`config.mk`:
```
export PLATFORM = sky130hd
export DESIGN_NAME = hive_rbus_arb
export DESIGN_NICKNAME = d
export VERILOG_FILES = /design/src/rtl/hive_rbus_arb.sv
export SDC_FILE = /design/constraint.sdc
export NUM_CORES = 1
export LEC_CHECK = 0
export ABC_AREA = 1
export BUFFER_PORTS_ARGS = -buffer_cell sky130_fd_sc_hd__buf_2
export CAP_MARGIN = 0
export CORE_MARGIN = 5
export CORE_UTILIZATION = 48
export DETAILED_ROUTE_END_ITERATION = 10
export PLACE_DENSITY = 0.95
export SLEW_MARGIN = 20
export SYNTH_ARGS = -nofsm -noshare
export SYNTH_HDL_FRONTEND = slang
export SYNTH_SLANG_ARGS = --single-unit
```
`constraint.sdc`:
```
create_clock -name clk_i -period 3.5 [get_ports clk_i]
set_input_delay 0.7 -clock clk_i [delete_from_list [all_inputs] [get_ports clk_i]]
set_output_delay 0.7 -clock clk_i [all_outputs]
set_load 0.03 [all_outputs]
```
`src/rtl/hive_rbus_arb.sv`:
```
// hive_rbus_arb: shares the register-set bus between REQ_N requesters.
// Port 0 is the processor core. It has absolute priority and is never stalled.
// Ports 1..REQ_N-1 are host/debug agents and are served round-robin in cycles
// where the core is idle. Strobes, address and write data are registered once
// before they reach the rbus. Each read is tagged so that the returned data is
// flagged to the port that issued it.
//
// Handshake: port k requests while req_rd_i[k] | req_wr_i[k] is high, and it
// holds rd/wr/addr/data stable until req_ack_o[k] is seen in the same cycle.
// The ack is combinational and marks the accepting cycle. In the next cycle the
// port may present a new request or drop. Read data returns RD_LAT+2 cycles
// after the ack, flagged by the one-hot req_rd_vld_o. Returns are in order.
//
// ALU_W and RBUS_ADDR_W default to the hive_params values (32 / 8).
module hive_rbus_arb #(
    parameter int REQ_N       = 3,
    parameter int RD_LAT      = 1,
    parameter int ALU_W       = 32,
    parameter int RBUS_ADDR_W = 8
) (
    input  logic                         clk_i,
    input  logic                         rst_i,
    input  logic [REQ_N-1:0]             req_rd_i,
    input  logic [REQ_N-1:0]             req_wr_i,
    input  logic [REQ_N*RBUS_ADDR_W-1:0] req_addr_i,
    input  logic [REQ_N*ALU_W-1:0]       req_wr_data_i,
    output logic [REQ_N-1:0]             req_ack_o,
    output logic [REQ_N-1:0]             req_rd_vld_o,
    output logic [ALU_W-1:0]             req_rd_data_o,
    output logic                         rbus_rd_o,
    output logic                         rbus_wr_o,
    output logic [RBUS_ADDR_W-1:0]       rbus_addr_o,
    output logic [ALU_W-1:0]             rbus_wr_data_o,
    input  logic [ALU_W-1:0]             rbus_rd_data_i
);

    localparam int PTR_W = (REQ_N > 1) ? $clog2(REQ_N) : 1;

    logic [REQ_N-1:0]       req;
    logic [REQ_N-1:0]       gnt;
    logic                   gnt_vld;
    logic [PTR_W-1:0]       ptr;
    logic                   sel_rd;
    logic                   sel_wr;
    logic [RBUS_ADDR_W-1:0] sel_addr;
    logic [ALU_W-1:0]       sel_data;
    logic [REQ_N-1:0]       tag_pipe [RD_LAT+1];

    assign req       = req_rd_i | req_wr_i;
    assign req_ack_o = gnt;

    // Grant: core first; otherwise first agent above ptr, then wrap back to port 1.
    always_comb begin
        gnt     = '0;
        gnt_vld = 1'b0;
        if (!rst_i) begin
            if (req[0]) begin
                gnt[0]  = 1'b1;
                gnt_vld = 1'b1;
            end else begin
                for (int k = 1; k < REQ_N; k++) begin
                    if (!gnt_vld && req[k] && (k > int'(ptr))) begin
                        gnt[k]  = 1'b1;
                        gnt_vld = 1'b1;
                    end
                end
                for (int k = 1; k < REQ_N; k++) begin
                    if (!gnt_vld && req[k] && (k <= int'(ptr))) begin
                        gnt[k]  = 1'b1;
                        gnt_vld = 1'b1;
                    end
                end
            end
        end
    end

    // Select the strobes, address and write data of the granted port.
    always_comb begin
        sel_rd   = 1'b0;
        sel_wr   = 1'b0;
        sel_addr = '0;
        sel_data = '0;
        for (int k = 0; k < REQ_N; k++) begin
            if (gnt[k]) begin
                sel_rd   = req_rd_i[k];
                sel_wr   = req_wr_i[k];
                sel_addr = req_addr_i[k*RBUS_ADDR_W +: RBUS_ADDR_W];
                sel_data = req_wr_data_i[k*ALU_W +: ALU_W];
            end
        end
    end

    generate
        if (REQ_N > 1) begin : g_rr
            // Round-robin pointer: follows agent grants only, core grants leave it alone.
            always_ff @(posedge clk_i or posedge rst_i) begin
                if (rst_i) begin
                    ptr <= PTR_W'(REQ_N - 1);
                end else if (gnt_vld && !gnt[0]) begin
                    for (int k = 1; k < REQ_N; k++) begin
                        if (gnt[k]) ptr <= PTR_W'(k);
                    end
                end
            end
        end else begin : g_no_rr
            assign ptr = '0;
        end
    endgenerate

    // Bus issue register: strobes last one cycle per grant, addr/data hold when idle.
    always_ff @(posedge clk_i or posedge rst_i) begin
        if (rst_i) begin
            rbus_rd_o      <= 1'b0;
            rbus_wr_o      <= 1'b0;
            rbus_addr_o    <= '0;
            rbus_wr_data_o <= '0;
        end else begin
            rbus_rd_o <= sel_rd;
            rbus_wr_o <= sel_wr;
            if (gnt_vld) begin
                rbus_addr_o    <= sel_addr;
                rbus_wr_data_o <= sel_data;
            end
        end
    end

    // Read tag pipe: stage 0 lines up with rbus_rd_o, stage RD_LAT with rbus_rd_data_i.
    always_ff @(posedge clk_i or posedge rst_i) begin
        if (rst_i) begin
            for (int i = 0; i <= RD_LAT; i++) tag_pipe[i] <= '0;
        end else begin
            tag_pipe[0] <= gnt & {REQ_N{sel_rd}};
            for (int i = 1; i <= RD_LAT; i++) tag_pipe[i] <= tag_pipe[i-1];
        end
    end

    // Return register: capture tagged read data, hold it when nothing is valid.
    always_ff @(posedge clk_i or posedge rst_i) begin
        if (rst_i) begin
            req_rd_vld_o  <= '0;
            req_rd_data_o <= '0;
        end else begin
            req_rd_vld_o <= tag_pipe[RD_LAT];
            if (|tag_pipe[RD_LAT]) req_rd_data_o <= rbus_rd_data_i;
        end
    end

endmodule

```
==> run_results.csv <==
group,metric,value,unit
run_status,status,"completed",
detailed_routing,drtPass1Iterations,5,
worst_setup_path,critPathRequiredTime,2.80,ns
placement,place_ws,1.302,ns
power_and_ir_drop,p_leak,2.882,nW
sta,setup_ws,1.302,ns
cts,clk_path_buf_depth,2,
die,num_io_pins,240,
finish,nFillCells,666,
die,start_util,48.51,%
yosys,synth_xor_area_share,0,%
sta,worst_pin_slew,0.9848,ns
worst_setup_path,r2r_setup_slack,1.77,ns
placement,hpwl,9.711,mm
detailed_routing,vias,4232,
global_routing,grt_max_degree,75,
die,die-area,0.01065,mm²
worst_setup_path,setup.worst_path.start,"req_rd_i[0]",
worst_setup_path,critPathMaxFanout,4,
worst_setup_path,critical_path.startpoint_type,"input pin",
detailed_routing,post_drt_wl_per_cell,18.70,µm
cts,cts_sinks,85,
power_and_ir_drop,peakVddDrop,0.2349,mV
yosys,syn_area_per_cell,10.42,µm²
sta,slew_viol_final,0,
yosys,syn_nets,560,
worst_setup_path,critPathArrivalTime,1.50,ns
global_routing,grt_pass1_wl,20.84,mm
cts,cts_tree,"yes",
finish,syn2layout_area_growth,32.95,%
power_and_ir_drop,p_per_area,528.5,mW/mm²
die,core_region_area,0.008593,mm²
yosys,synth_compound_area_share,0.2401,%
placement,io_buffers,239,
detailed_routing,drt-total-wl,13.73,mm
sta,hold_viol,0,
die,die_w,103.2,µm
detailed_routing,via_per_inst,5.766,
die,num_rows,34,
job,cap_violations,0,
sta,finalSetupViolations,0,
global_routing,grt_usage,25.11,%
worst_setup_path,r2r-start,"tag_pipe[1]",
cts,cts_max_level,3,
yosys,synth-main-ff-cell,"dfrtp_1",
cts,holdBufCountCts,0,
cts,cts_inserted_buffers,9,
finish,drive_gt1_share,49.76,%
finish,design.final.nets,780,
global_routing,grt_pass1_vias,4304,
yosys,synth.yosys.seq_area_share,51.05,%
placement,place.gp.congestion,0.8684,
sta,final.setup_skew,0.01221,ns
yosys,ys_ff_latch,85,
global_routing,antenna_found_initial,0,
sta,period_minus_slack,2.198,ns
cts,cts_root_buf,"clkbuf_8",
cts,cts_setup_buffers,0,
die,die_h,103.2,µm
detailed_routing,drc_errors,0,
yosys,yosysWarnings,0,
yosys,synth.largest_area_cell,"dfrtp_1",
yosys,synth_top_cell_area_share,50.42,%
cts,path_clk_slew,0.08,ns
detailed_routing,drtIter0Drc,300,
cts,clk_latency,0.35,ns
sta,slew_headroom,34.11,%
yosys,synth-edff-count,0,
yosys,async_flop_share,100.0,%
sta,fmax,455.0,MHz
worst_setup_path,cp-end-kind,"output pin",
worst_setup_path,setup.worst_path.class,"input pin to output pin",
detailed_routing,ant_nets,0,
yosys,synth_top_family_by_area,"simple AND/OR/NAND/NOR gates",
yosys,yosys-top-cells-count,"nand4_1, dfrtp_1, nand2_1",
sta,rsz0062_at_grt,"no",
worst_hold_path,min_from,"tag_pipe[3]",
yosys,synth-adder-area-share,0,%
yosys,synth_most_common_cell,"nand4_1",
yosys,synthSimpleGateAreaFrac,29.71,%
yosys,ys_top_cells_by_area,"dfrtp_1, nand4_1, mux2_4, nand3_1, nand2_1",
yosys,syn-cell-area,0.004169,mm²
yosys,synthMuxAreaShare,11.34,%
cts,cts-resized-gates,0,
global_routing,overflow,0,
yosys,synth_cell_types,20,
sta,setup_tns,0,ns
worst_hold_path,hold_class,"flip-flop to flip-flop",
sta,fin_crit_sh,62.79,%
yosys,syn_inst,400,
[report_power, final]
group	internal, mW	total (mW)	leakage [nW]	switching (mW)
clock	0.413	0.785	0.112	0.372
sequential	1.12	1.20	1.05	0.0797
combinational	0.323	0.945	1.72	0.622
total	1.86	2.93	2.88	1.07
[critical path: stages]
cell     delay, ns
buf_2         0.10
inv_1         0.08
nand2_2       0.10
nor2_4        0.10
nand3_1       0.10
inv_2         0.10
buf_2         0.22
[registers in the layout (all words and copies together), names as in the netlist]
| signal | flops |
|---|---|
| req_rd_data_o | 32 |
| rbus_wr_o | 1 |
| req_rd_vld_o | 3 |
| ptr | 2 |
| rbus_addr_o | 8 |
| rbus_rd_o | 1 |
| tag_pipe | 6 |
| rbus_wr_data_o | 32 |
[per-layer routing]
| metal | vias to the layer above | wire [µm] | GRT usage [%] |
|---|---|---|---|
| li1 | 1921 | - | - |
| met4 | 0 | 259 | 7.869 |
| met1 | 2002 | 5194 | 30.59 |
| met3 | 31 | 1196 | 5.030 |
| met2 | 278 | 7078 | 44.80 |
| met5 | - | 0 | 0 |
[worst paths after layout]
| kind | to | depth (start not counted) |
|---|---|---|
| worst max-delay path | req_ack_o[2] | 7 |
| worst min-delay path | tag_pipe[0] | 0 |
| worst max register to register | req_rd_data_o[20] | 3 |
| worst min register to register | tag_pipe[0] | 0 |
| max in group asynchronous | rbus_wr_data_o[14] | 3 |
| min in group asynchronous | rbus_wr_data_o[27] | 3 |
[layout by cell type (no fill, tap or decap)]
cell,Yosys,final
inv_2,4,4
clkinv_4,0,1
o21ai_2,0,1
nand2_4,1,1
buf_4,0,9
diode_2,0,1
inv_8,0,1
buf_2,25,239
dfstp_2,1,1
nand3_1,45,45
nor2_1,4,4
mux2_2,2,2
inv_6,0,2
clkbuf_8,0,9
clkinvlp_4,0,1
nand2_2,4,4
nor2_4,1,1
inv_1,10,10
nand4_1,120,120
nand2_1,50,50
mux2_4,30,30
dfrtp_1,84,84
bufinv_16,0,2
inv_4,1,1
nor2_2,2,2
a21oi_1,1,1
[cells by family (layout without fill, tap and decap cells)]
group                  after synthesis  in the layout
AND/OR/NAND/NOR                    227            227
flip-flops                          85             85
buffers and inverters               54            279
multiplexers                        32             32
AO/OA/AOI/OAI                        2              2
other                                0              1
[final cells by class]
cell class	instances	area (µm²)	share of cell area, %
inverter	15	58.81	1.061
multi-input combinational	261	1725	31.13
tap	108	135.1	2.438
clock inverter	7	105.1	1.896
sequential	85	2128	38.40
antenna	1	2.502	0.04515
timing repair buffer	248	1264	22.80
clock buffer	9	123.9	2.235
[stage by stage]
step	cell area [µm²]	hold WS, ns	cells	util [%]	total power, mW
floorplan	4169	0.3312	400	-	1.835
global placement	5311	0.3316	717	61.81	2.120
detailed placement	5311	0.3365	717	61.81	2.156
CTS	5540	0.3577	733	64.47	2.947
global route	5540	0.3609	733	64.47	3.064
finish	5543	0.3544	734	64.50	2.929
Note: power is estimated with default switching activity, not from simulation.
